--- src/rtl/player_bullet_if.sv ---
// player_bullet_if
// Shot bus between the player bullet (producer) and the alien group (consumer).
// The producer publishes the bullet position and flight status; the consumer
// reports a hit, which retires the bullet.
interface player_bullet_if;
   logic               bullet_active;
   logic signed [11:0] bullet_x;
   logic signed [11:0] bullet_y;
   logic               alien_hit;

   modport master (
      output bullet_active,
      output bullet_x,
      output bullet_y,
      input  alien_hit
   );

   modport slave (
      input  bullet_active,
      input  bullet_x,
      input  bullet_y,
      output alien_hit
   );
endinterface

--- src/rtl/player_bullet.sv ---
// player_bullet
// Player-side shot generator. A fire request is latched, the bullet launches
// from the ship on the next frame start and climbs SPEED pixels per frame until
// it leaves the top edge or an alien reports a hit. After retirement a cooldown
// of COOLDOWN_FRAMES frames blocks the next launch. The bullet is also rendered
// into the pixel stream with one cycle of latency from hpos/vpos.
//
// Build option: PLAYER_BULLET_FIRE_BUFFER_EN
//   defined     - fire seen in flight or cooldown is buffered (one shot max) and
//                 launches on the first frame start after returning to IDLE.
//   not defined - fire is only sampled while IDLE.
module player_bullet #(
   parameter int          BULLET_W        = 2,
   parameter int          BULLET_H        = 8,
   parameter int          SPEED           = 6,
   parameter int          TOP_Y           = 0,
   parameter int          COOLDOWN_FRAMES = 4,
   parameter logic [23:0] COLOR           = 24'hFFFF00
) (
   input  logic                pixel_clk,
   input  logic                rst,
   input  logic                fsync,
   input  logic signed [11:0]  hpos,
   input  logic signed [11:0]  vpos,
   input  logic                fire,
   input  logic signed [11:0]  ship_x,
   input  logic signed [11:0]  ship_y,
   player_bullet_if.master     bus,
   output logic [15:0]         shots_fired,
   output logic [7:0]          pixel [0:2],
   output logic                active
);

   // Cooldown counter just wide enough to hold COOLDOWN_FRAMES.
   localparam int CNT_W = (COOLDOWN_FRAMES > 1) ? $clog2(COOLDOWN_FRAMES + 1) : 1;

   localparam logic signed [12:0] TOP_Y_13  = 13'(TOP_Y);
   localparam logic        [12:0] SPEED_13  = 13'(SPEED);
   localparam logic        [12:0] HALF_W_13 = 13'(BULLET_W / 2);
   localparam logic        [12:0] W_13      = 13'(BULLET_W);
   localparam logic        [12:0] H_13      = 13'(BULLET_H);
   localparam logic        [11:0] H_12      = 12'(BULLET_H);

   typedef enum logic [1:0] {
      IDLE     = 2'd0,
      FLIGHT   = 2'd1,
      COOLDOWN = 2'd2
   } state_t;

   state_t             state_reg;
   logic               pending_reg;
   logic [CNT_W-1:0]   cnt_reg;
   logic               bullet_active_reg;
   logic signed [11:0] bullet_x_reg;
   logic signed [11:0] bullet_y_reg;
   logic [15:0]        shots_reg;

   logic signed [12:0] y_step;
   logic               top_exit;
   logic               retire_now;
   logic               launch_now;

   logic signed [12:0] box_x_lo;
   logic signed [12:0] box_x_hi;
   logic signed [12:0] box_y_lo;
   logic signed [12:0] box_y_hi;
   logic signed [12:0] hpos_13;
   logic signed [12:0] vpos_13;
   logic               in_box;
   logic               active_reg;

   // Next-frame position in 13 bits so a step above the top edge stays negative.
   always_comb begin
      y_step     = {bullet_y_reg[11], bullet_y_reg} - SPEED_13;
      top_exit   = (y_step < TOP_Y_13);
      retire_now = (state_reg == FLIGHT) && (bus.alien_hit || (fsync && top_exit));
      launch_now = (state_reg == IDLE) && fsync && (pending_reg || fire);
   end

   // Shot FSM: launch, per-frame climb, retirement and cooldown.
   always_ff @(posedge pixel_clk) begin
      if (rst) begin
         state_reg         <= IDLE;
         pending_reg       <= 1'b0;
         cnt_reg           <= '0;
         bullet_active_reg <= 1'b0;
         bullet_x_reg      <= '0;
         bullet_y_reg      <= '0;
         shots_reg         <= '0;
      end else begin
         case (state_reg)
            IDLE: begin
               if (launch_now) begin
                  state_reg         <= FLIGHT;
                  pending_reg       <= 1'b0;
                  bullet_active_reg <= 1'b1;
                  bullet_x_reg      <= ship_x;
                  bullet_y_reg      <= ship_y - H_12;
                  if (shots_reg != 16'hFFFF)
                     shots_reg <= shots_reg + 16'd1;
               end else if (fire) begin
                  pending_reg <= 1'b1;
               end
            end

            FLIGHT: begin
`ifdef PLAYER_BULLET_FIRE_BUFFER_EN
               if (fire)
                  pending_reg <= 1'b1;
`endif
               // A hit in the same cycle as frame start wins: no move.
               if (retire_now) begin
                  bullet_active_reg <= 1'b0;
                  cnt_reg           <= CNT_W'(COOLDOWN_FRAMES);
                  state_reg         <= (COOLDOWN_FRAMES == 0) ? IDLE : COOLDOWN;
               end else if (fsync) begin
                  bullet_y_reg <= y_step[11:0];
               end
            end

            COOLDOWN: begin
`ifdef PLAYER_BULLET_FIRE_BUFFER_EN
               if (fire)
                  pending_reg <= 1'b1;
`endif
               if (fsync) begin
                  cnt_reg <= cnt_reg - CNT_W'(1);
                  if (cnt_reg <= CNT_W'(1))
                     state_reg <= IDLE;
               end
            end

            default: begin
               state_reg <= IDLE;
            end
         endcase
      end
   end

   assign bus.bullet_active = bullet_active_reg;
   assign bus.bullet_x      = bullet_x_reg;
   assign bus.bullet_y      = bullet_y_reg;
   assign shots_fired       = shots_reg;

   // Bullet bounding box against the current scan position, widened to 13 bits.
   always_comb begin
      hpos_13  = {hpos[11], hpos};
      vpos_13  = {vpos[11], vpos};
      box_x_lo = {bullet_x_reg[11], bullet_x_reg} - HALF_W_13;
      box_x_hi = box_x_lo + W_13;
      box_y_lo = {bullet_y_reg[11], bullet_y_reg};
      box_y_hi = box_y_lo + H_13;
      in_box   = bullet_active_reg &&
                 (hpos_13 >= box_x_lo) && (hpos_13 < box_x_hi) &&
                 (vpos_13 >= box_y_lo) && (vpos_13 < box_y_hi);
   end

   // Registered coverage flag.
   always_ff @(posedge pixel_clk) begin
      if (rst)
         active_reg <= 1'b0;
      else
         active_reg <= in_box;
   end

   assign active = active_reg;

   // One registered colour channel per generate slice: R, G, B.
   generate
      for (genvar gi = 0; gi < 3; gi++) begin : g_chan
         logic [7:0] chan_reg;

         // Channel value when the bullet covers the scan position, else black.
         always_ff @(posedge pixel_clk) begin
            if (rst)
               chan_reg <= 8'h00;
            else
               chan_reg <= in_box ? COLOR[23 - 8*gi -: 8] : 8'h00;
         end

         assign pixel[gi] = chan_reg;
      end
   endgenerate

endmodule

--- src/flat_wrapper.sv ---
// flat-port wrapper written by rule: the top's interface ports become plain ports
module player_bullet_flat 
#(
   parameter int          BULLET_W        = 2,
   parameter int          BULLET_H        = 8,
   parameter int          SPEED           = 6,
   parameter int          TOP_Y           = 0,
   parameter int          COOLDOWN_FRAMES = 4,
   parameter logic [23:0] COLOR           = 24'hFFFF00
)
  (pixel_clk, rst, fsync, hpos, vpos, fire, ship_x, ship_y, shots_fired, pixel, active, bus_bullet_active, bus_bullet_x, bus_bullet_y, bus_alien_hit);
  player_bullet_if bus_i ();
  input  logic pixel_clk;
  input  logic rst;
  input  logic fsync;
  input  logic signed [11:0] hpos;
  input  logic signed [11:0] vpos;
  input  logic fire;
  input  logic signed [11:0] ship_x;
  input  logic signed [11:0] ship_y;
  output logic [15:0] shots_fired;
  output logic [7:0] pixel[0:2];
  output logic active;
  output wire logic [$bits(bus_i.bullet_active)-1:0] bus_bullet_active;
  output wire logic [$bits(bus_i.bullet_x)-1:0] bus_bullet_x;
  output wire logic [$bits(bus_i.bullet_y)-1:0] bus_bullet_y;
  input wire logic [$bits(bus_i.alien_hit)-1:0] bus_alien_hit;
  assign bus_bullet_active = bus_i.bullet_active;
  assign bus_bullet_x = bus_i.bullet_x;
  assign bus_bullet_y = bus_i.bullet_y;
  assign bus_i.alien_hit = bus_alien_hit;
  player_bullet #(.BULLET_W(BULLET_W), .BULLET_H(BULLET_H), .SPEED(SPEED), .TOP_Y(TOP_Y), .COOLDOWN_FRAMES(COOLDOWN_FRAMES), .COLOR(COLOR)) u_core (.pixel_clk(pixel_clk), .rst(rst), .fsync(fsync), .hpos(hpos), .vpos(vpos), .fire(fire), .ship_x(ship_x), .ship_y(ship_y), .bus(bus_i), .shots_fired(shots_fired), .pixel(pixel), .active(active));
endmodule
--- config.mk ---
export PLATFORM = sky130hd
export DESIGN_NAME = player_bullet_flat
export DESIGN_NICKNAME = d
export VERILOG_FILES = /design/src/rtl/player_bullet_if.sv /design/src/rtl/player_bullet.sv /design/src/flat_wrapper.sv
export SDC_FILE = /design/constraint.sdc
export NUM_CORES = 1
export LEC_CHECK = 0
export ABC_AREA = 1
export CAP_MARGIN = 20
export CORE_ASPECT_RATIO = 0.9
export CORE_MARGIN = 1
export CORE_UTILIZATION = 46
export DETAILED_ROUTE_END_ITERATION = 10
export HOLD_SLACK_MARGIN = 0.08
export PLACE_DENSITY = 0.79
export SLEW_MARGIN = 20
export SYNTH_ARGS = -nofsm -noshare
export SYNTH_HDL_FRONTEND = slang
export SYNTH_SLANG_ARGS = --single-unit
--- constraint.sdc ---
create_clock -name pixel_clk -period 2.7 [get_ports pixel_clk]
set_input_delay 0.27 -clock pixel_clk [delete_from_list [all_inputs] [get_ports pixel_clk]]
set_output_delay 0.27 -clock pixel_clk [all_outputs]
set_load 0.05 [all_outputs]
== Word level (Yosys, flattened, before mapping) ==
Cells that the tools add are included.

* Bits in registers: 56
* Input bits: 53
* Output and inout bits: 66
* Word-level logic and storage cells: 70

* Add/subtract/negate cells: 7
* Order comparisons: 6
* Equality and inequality tests: 9
* Multiplexer cells: 18
* Reduce and logical (&&, ||, !) cells: 21

{| class="wikitable"
|+ Operators with widths
! operator !! number
|-
| 12-bit 2-to-1 mux || 3
|-
| 12-bit by 13-bit less-than comparator with 1-bit output || 2
|-
| 12-bit case mux with 2 select lines || 1
|-
| 16-bit by 1-bit adder with 16-bit output (second input constant) || 1
|-
| 16-bit inequality test (second input constant) || 1
|-
| 12-bit by 5-bit adder with 13-bit output (second input constant) || 1
|-
| 13-bit by 2-bit adder with 13-bit output (second input constant) || 1
|-
| 12-bit by 13-bit greater-or-equal comparator with 1-bit output || 1
|-
| 13-bit by 1-bit less-than comparator with 1-bit output (second input constant) || 1
|-
| 12-bit by 2-bit subtractor with 13-bit output (second input constant) || 1
|-
| 12-bit by 4-bit subtractor with 13-bit output (second input constant) || 1
|-
| 12-bit greater-or-equal comparator || 1
|-
| 12-bit by 4-bit subtractor with 12-bit output (second input constant) || 1
|-
| 3-bit AND reduction || 3
|-
| 1-bit logical AND || 8
|-
| 2-bit 2-to-1 mux || 4
|-
| 8-bit 2-to-1 mux || 1
|-
| 4-bit AND reduction || 2
|-
| 3-bit 2-to-1 mux || 2
|-
| 2-bit by 1-bit inequality test with 1-bit output (second input constant) || 3
|-
| 2-bit inequality test (second input constant) || 3
|-
| 2-bit case mux with 3 select lines || 1
|-
| 3-bit case mux with 2 select lines || 1
|-
| 2-bit nonzero test || 3
|-
| 9 further kinds || 14
|}

== Longest topological paths before layout ==
* Depth in word-level cells: 7
* Depth in mapped cells: 21
* Mapped depth without buffers: 21

== Worst setup path after synthesis ==
No wires, ideal clock.

* Path type: register to register
* Start point: register u_core.bullet_x_reg[0] (netlist: u_core.bus.bullet_x[0])
* End point: register u_core.g_chan[0].chan_reg[6]
* Library setup time: 64 ps
* Arrival time: 2,998 ps
* Data required time: 2,636 ps
* Path slack: -362 ps
* Stages on the path, launching flop included: 18
* Buffers on the path: 0
* Period minus slack after synthesis: 3,062 ps
* Path through: dfxtp_1 > inv_1 > ha_1 > xnor2_1 > inv_1 > ha_1 > inv_1 > nor2_1 > nand4_1 > xor2_1 > ha_1 > nand2_1 > nor2_1 > a21oi_1 > nand2_1 > a21oi_1 > nand3_1 > nor2_1

* Cells in the longest elaborated chain, start to end: 7
* Elaborated cells between the ends (all ways): 9
* Those cells by class: 2 x add/sub; 2 x order compare; 1 x mux; 4 x reduce/logical

{| class="wikitable"
|+ Ends and longest elaborated chain
! what !! RTL line !! source
|-
| start, declared || player_bullet.sv:54 || <nowiki>logic signed [11:0] bullet_x_reg;</nowiki>
|-
| start signal, assigned || player_bullet.sv:97 || <nowiki>bullet_x_reg <= ship_x;</nowiki>
|-
| 12-bit by 2-bit subtractor with 13-bit output * || player_bullet.sv:149 || <nowiki>box_x_lo = {bullet_x_reg[11], bullet_x_reg} - HALF_W_13;</nowiki>
|-
| 13-bit by 2-bit adder with 13-bit output or 12-bit by 13-bit greater-or-equal comparator with 1-bit output (tied branches) || player_bullet.sv:150, player_bullet.sv:154 ||
|-
| 12-bit by 13-bit less-than comparator with 1-bit output or 1-bit logical AND (tied branches) || player_bullet.sv:154, player_bullet.sv:153 ||
|-
| 1-bit logical AND * (2 in series) || player_bullet.sv:154 || <nowiki>(hpos_13 >= box_x_lo) && (hpos_13 < box_x_hi) &&</nowiki>
|-
| 1-bit logical AND * || player_bullet.sv:155 || <nowiki>(vpos_13 >= box_y_lo) && (vpos_13 < box_y_hi);</nowiki>
|-
| 8-bit 2-to-1 mux * || player_bullet.sv:178 || <nowiki>chan_reg <= in_box ? COLOR[23 - 8*gi -: 8] : 8'h00;</nowiki>
|-
| end signal, assigned || player_bullet.sv:178 ||
|-
| end, declared || player_bullet.sv:171 || <nowiki>logic [7:0] chan_reg;</nowiki>
|}

Every way passes the cells marked *; elsewhere a longest branch is shown, timed or not.
A chain may end at the register's enable or synchronous reset.

== Worst setup path in the final report ==
* Start point: register u_core.bullet_x_reg[1] (netlist: u_core.bus.bullet_x[1])
* End point: register u_core.g_chan[0].chan_reg[6]

The elaborated chain is that of the path after synthesis.

==> results.ini <==
[route]
wl_per_cell_um = 13.18
drt_iter0_markers = 186
drtPass1Iterations = 5
finalWirelength_mm = 12.51
num_vias = 4814
drtAntennaViolNets = 0
route.detailed.drc = 0
routed_via_density = 5.073

[power_and_ir_drop]
max-vdd-ir-drop_mv = 0.2970
power_density_nw_per_um2 = 492.8
p_leak_uw = 0.002751
power_uw = 3140

[sta]
finalHoldViolations = 0
timing.final.crit_period_ns = 2.725
worstMarginPinSlew_ns = 0.6094
worst_slew_margin_rel_pct = 59.00
fin_crit_sh_pct = 100.9
finalSetupViolCount = 1
whs_ns = 0.4973
fin_ws_ns = -0.02516
clock.fmax_ghz = 0.3670
drv_slew = 0
finClkSkew_ns = 0.008594

[job]
maxCapViolCount = 0

[synthesis]
yosysUniqueCellTypes = 41
synthCells = 712
synth_top_area_share_pct = 20.33
synthTopCellsByCount = nand2_1 (159), inv_1 (87), nor2_1 (79)
synth_warnings = 0
synth_area_leaders = dfxtp_1 (20%), ha_1 (15%), nand2_1 (13%), inv_1 (6.9%), nor2_1 (6.3%)
ys_ff_latch = 48
syn-cell-area_sq_um = 4727
syn_area_per_cell_sq_um = 6.639
async_flop_share_pct = 0
yosysTopAreaCell = dfxtp_1
yosysMostFrequentCell = nand2_1
synth_edf_count = 0
synth_ff_type = dfxtp_1
ys_seq_area_share_pct = 20.33

[finish]
final_util_pct = 64.83
layout.nets = 930
antenna_cells = 0
syn_to_final_growth_pct = 34.78
fillers = 830
largest_register_ffs = 16
drive_gt1_share_pct = 15.43

[cts]
htreeDepth = 2
cts_tree = built
clk_pin_slew_worst_paths_ns = 0.07
clk_path_buf_depth = 2
cts.sinks = 48
cts_root_buf = clkbuf_16
cts_buffers = 5
clk_latency_ns = 0.29
cts_hold_buffers = 0

[worst_setup_path]
timing.rr.start = u_core.bus.bullet_x[1]$_SDFFE_PP0P_
timing.rr.end = u_core.g_chan[0].chan_reg[6]$_SDFF_PP0_
crit_chain = inv_4, ha_4, nand3_4, inv_4, nand2_4, xor2_4, inv_2, nor2_4, nand2_1, nand2_1, nand2_2, ha_4, nand2_1, nor2_4, nand3_2, nand3b_1, nand2_1, nor2_1, nand2_1, nor2_1
crit_start = u_core.bus.bullet_x[1]$_SDFFE_PP0P_
cp.depth = 20
crit_type = reg2reg
crit_family = simple AND/OR/NAND/NOR gates
startpoint_type = register
cp_max_fo = 4
r2r_cells = 20
cp.required_ns = 2.92
cp-end-kind = register
r2r_slack_ns = -0.03
cp_num_buf_inv = 3
cpPeakStageDelay_ns = 0.37
crit_arrival_ns = 2.95
cpMaxStageDelayCell = dfxtp_4
worstSetupEndpoint = u_core.g_chan[0].chan_reg[6]$_SDFF_PP0_
cp_common_cell = nand2_1

[global_routing]
grt_pass1_vias = 4376
antenna_found_initial = 0
grt_pass1_wl_mm = 19.38
grt_max_degree = 23
overflow = 0
grt_util_all_layers_pct = 22.29

[floorplan]
die_x_um = 108.9
io_pins = 119
num_rows = 34
core_sq_um = 9827
die_h_um = 98.17
initial_utilization_pct = 48.10
dieArea_sq_um = 10690

[placed_design]
hpwl_mm = 9.552
place.gp.congestion = 0.8918
io_buffers = 110
pre_cts_ws_ns = -0.1170

[run_status]
violations = negative setup slack
status = finished, violations left

[worst_hold_path]
min_path_type = reg2reg

-- layer usage --
metal | global-route usage, % | vias up | routed length (um)
li1 | - | 2483 | -
met1 | 28.79 | 2171 | 5635
met2 | 39.68 | 146 | 6229
met3 | 2.069 | 14 | 504
met4 | 4.990 | 0 | 135
met5 | 0 | - | 0
-- timing repair --
| item | CTS | global route |
|---|---|---|
| hold endpoints to repair | 0 | 0 |
| pin swaps | 2 | 19 |
| buffers inserted | 1 | 12 |
| endpoints found under the setup margin | 1 | 1 |
| gates resized for setup | 9 | 56 |
-- cells by family after synthesis --
logic type / after synthesis / share of synthesized area [%]
flops: 48 / 20.33
other cells: 1 / 0.07933
buf+inv: 132 / 13.05
simple gates: 331 / 31.07
compound gates: 107 / 12.76
xor+xnor: 38 / 8.152
fa+ha+maj: 55 / 14.56
-- stage by stage --
step,instance area (sq um),setup TNS [ns],instances
floorplan,4767,0,719
global route,6371,-0.1323,949
detailed placement,5841,-0.1170,928
global placement,5841,0,928
finish,6371,-0.02516,949
CTS,6073,0,937
-- where the power goes --
| part | switching (uW) | total, uW | internal (uW) | leakage [uW] |
|---|---|---|---|---|
| logic | 973 | 1630 | 656 | 0.00227 |
| clock network | 284 | 688 | 403 | 0.0000786 |
| registers | 68.8 | 823 | 754 | 0.000398 |
-- final cells by class --
class | instances | area [sq um] | share of cell area, %
multi-input combinational | 539 | 3416 | 53.61
timing repair buffer | 133 | 1281 | 20.11
sequential | 48 | 988.4 | 15.51
inverter | 95 | 361.6 | 5.676
tap | 126 | 157.7 | 2.474
clock buffer | 6 | 150.1 | 2.357
clock inverter | 2 | 16.27 | 0.2553
-- placed cells by master (no fill, tap or decap), types with 2 or more instances in the layout --
cell type        count
clkdlybuf4s50_1    110
o21ai_1              2
xor2_4               2
xor2_2               5
nand2_2             17
xor2_1              21
a21oi_4              2
nand2_1            151
buf_4               21
o21ai_0             37
o31ai_1              2
a21oi_1             50
nor2_4              10
nor4_1               3
nand3_1             35
dfxtp_4              5
buf_6                2
nand4_1             12
nor3_4               2
inv_2               10
or2_2                2
nand3_2              4
inv_1               83
inv_4                2
nor3_1               7
nor2_1              73
a21oi_2              6
ha_4                 5
xnor2_1              9
nor3_2               4
dfxtp_2              7
conb_1               8
dfxtp_1             36
nor2_2               6
ha_1                50
clkbuf_16            6
-- worst min-delay path by stage --
stage                                        startpoint                             endpoint  slack [ns]  depth (start not counted)
floorplan                                     ship_x[2]  u_core.bus.bullet_x[2]$_SDFFE_PP0P_        0.40                          2
global placement        u_core.pending_reg$_SDFFE_PP0P_      u_core.pending_reg$_SDFFE_PP0P_        0.45                          2
detailed placement      u_core.pending_reg$_SDFFE_PP0P_      u_core.pending_reg$_SDFFE_PP0P_        0.48                          2
CTS                     u_core.pending_reg$_SDFFE_PP0P_      u_core.pending_reg$_SDFFE_PP0P_        0.50                          2
global route        u_core.bus.bullet_x[1]$_SDFFE_PP0P_  u_core.bus.bullet_x[1]$_SDFFE_PP0P_        0.53                          2
finish                  u_core.pending_reg$_SDFFE_PP0P_      u_core.pending_reg$_SDFFE_PP0P_        0.50                          2
-- tightest hold or removal path, stage by stage, from the launching register on --
cell and delay [ns]:
dfxtp_1 0.34, a21oi_1 0.04, nor2_1 0.08
Power figures use the tool's default switching activity.
==> variant, RTL diff (same flow settings) <==
`COOLDOWN_FRAMES` is set to 4 in 2 places; all go to 16.
--- a/src/rtl/player_bullet.sv
+++ b/src/rtl/player_bullet.sv
@@ -14,7 +14,7 @@
    parameter int          BULLET_H        = 8,
    parameter int          SPEED           = 6,
    parameter int          TOP_Y           = 0,
-   parameter int          COOLDOWN_FRAMES = 4,
+   parameter int          COOLDOWN_FRAMES = 16,
    parameter logic [23:0] COLOR           = 24'hFFFF00
 ) (
    input  logic                pixel_clk,
--- a/src/flat_wrapper.sv
+++ b/src/flat_wrapper.sv
@@ -5,7 +5,7 @@
    parameter int          BULLET_H        = 8,
    parameter int          SPEED           = 6,
    parameter int          TOP_Y           = 0,
-   parameter int          COOLDOWN_FRAMES = 4,
+   parameter int          COOLDOWN_FRAMES = 16,
    parameter logic [23:0] COLOR           = 24'hFFFF00
 )
   (pixel_clk, rst, fsync, hpos, vpos, fire, ship_x, ship_y, shots_fired, pixel, active, bus_bullet_active, bus_bullet_x, bus_bullet_y, bus_alien_hit);
Behaviour: not the same (Yosys sat finds a counterexample within 10 cycles, from zero or initial values and one cycle with rst high).
==> variant against the original RTL <==
Sequential cell count rose by 2. Setup slack improved by 110 ps. Power rose by 5.4%. Area after synthesis rose by 3.5%. Clock power fell by 6.0%. Routed wire length rose by 6.0%. Clock skew fell by 3.4 ps. First-iteration DRC count rose by 120%. Final area rose by 2.8%. Largest cell class unchanged.
==> variant: results (changes against the original RTL) <==
Run status
  • Status: completed (was complete, but fails checks)

Layout
  • Share of cells above drive strength 1: 15.09% (was 15.43%)
  • Largest register FFs: 16 (unchanged)
  • ANT cells: 0 (unchanged)
  • Final nets: 982 (was 930)

Detailed routing
  • Met2 routed WL: 6.169 mm (was 6.229 mm)
  • Pre-antenna DRT Iters: 6 (was 5)
  • DR WL/cell: 13.20 um (was 13.18 um)
  • Initial detailed-routing violation count: 418 (was 186)
  • Highest routed layer: met4 (unchanged)
  • Vias: 5112 (was 4814)
  • Met3 wire length: 658 um (was 504 um)
  • Metal-1 WL: 6.309 mm (was 5.635 mm)
  • Total Wirelength: 13.26 mm (was 12.51 mm)

Critical path
  • Max Fanout on Critical Path: 5 (was 4)
  • Reg2reg path depth: 18 (was 20)
  • Crit path capture: u_core.g_chan[0].chan_reg[6] (unchanged)
  • Critical Path Start: u_core.bus.bullet_x[1] (unchanged)
  • R2r setup slk: 80 ps (was -30 ps)
  • Slowest stage delay, CP: 380 ps
  • Slowest cell on the critical path: dfxtp_4 (unchanged)
  • WP data arrival: 2840 ps (was 2950 ps)

Clock tree
  • # H-tree levels: 2 (unchanged)
  • Total CTS buffers: 5 (unchanged)

Min path
  • Hold Crit Depth: 2 (unchanged)
  • Hold path startpoint: u_core.pending_reg (unchanged)
  • End of the worst hold path: u_core.pending_reg (unchanged)

Synthesis
  • Fraction of registers with async set/reset: 0% (unchanged)
  • Count of cell types in the netlist: 40 (was 41)
  • Post-synth top cells: nand2_1, inv_1, nor2_1, ha_1, nand3_1 (was nand2_1, inv_1, nor2_1, ha_1, a21oi_1)
  • Top cells by area, synth: dfxtp_1, ha_1, nand2_1 (unchanged)
  • Syn Inst Count: 755 (was 712)
  • Ys Warns: 0 (unchanged)
  • Seq/Total Area, Yosys: 20.47% (was 20.33%)

Global route
  • Grt met2 use: 36.50% (was 39.68%)
  • Met1 GRT Util: 31.78% (was 28.79%)
  • Vias in the first global route: 4415 (was 4376)
  • Largest net degree at the start of global routing: 27 (was 23)
  • GRT met3 Usage: 2.778% (was 2.069%)
  • Initial antenna violation count: 0 (unchanged)
  • Total Routing Usage GR: 22.30% (was 22.29%)
  • First-pass GRT wire length: 20.61 mm (was 19.38 mm)

Placement
  • Placed Instances: 987 (was 928)
  • Placed cell areas: 6112 sq um (was 5841 sq um)
  • Final HPWL from detailed placement: 10.01 mm (was 9.552 mm)
  • Pre-CTS setup slack: -16.73 ps (was -117.0 ps)
  • Routability congestion estimate: 0.8749 (was 0.8918)

Power
  • P_sw: 1.441 mW (was 1.326 mW)
  • Seq power: 0.868 mW (was 0.823 mW)
  • Static Leakage: 2.916 nW (was 2.751 nW)
  • P_clk: 0.647 mW (was 0.688 mW)
  • Register share of total power: 26.2% (about the same)
  • Peak supply drop: 0.2665 mV (was 0.2970 mV)

STA
  • Fin crit period: 2620 ps (was 2725 ps)
  • Hold_ws: 474.2 ps (was 497.3 ps)
  • Relative slew slack: 51.62% (was 59.00%)
  • Max Clock Skew: 5.154 ps (was 8.594 ps)
[variant: cell types whose count changed in the layout (fill, tap and decap cells not counted), sizes merged, moves of 2 or more]
cell,change
nand2,+9
xnor2,-2
nand3,+16
inv,+12
a21oi,-3
or2,-2
nor3,+4
dfxtp,+2
buf,+10
nand4,+8
[variant: what timing repair did]
action                                  in CTS  in global routing
gates cloned                                 0                  0
hold buffers                                 0                  0
endpoints found under the setup margin       1                  1
pin swaps                                    1                 22
gates resized for setup                      1                 58
setup buffers                                0                  9
[variant: cell type report]
cell class              count  area, sq um
clock buffers               6        138.9
clock inverters             2        11.26
fillers                   881         3741
inverters                 107        406.6
multi-input cells         567         3457
flip-flops and latches     50         1022
well taps                 129        161.4
repair buffers            143         1353
[variant: logic make-up (layout without fill, tap and decap cells)]
group           after synthesis  in the layout  synth area share, %
xor+xnor                     35             35                6.728
other cells                   1              8              0.07667
fa+ha+maj                    55             55                14.07
simple gates                365            365                33.26
compound gates              104            104                11.74
flops                        50             50                20.47
buf+inv                     145            258                13.66
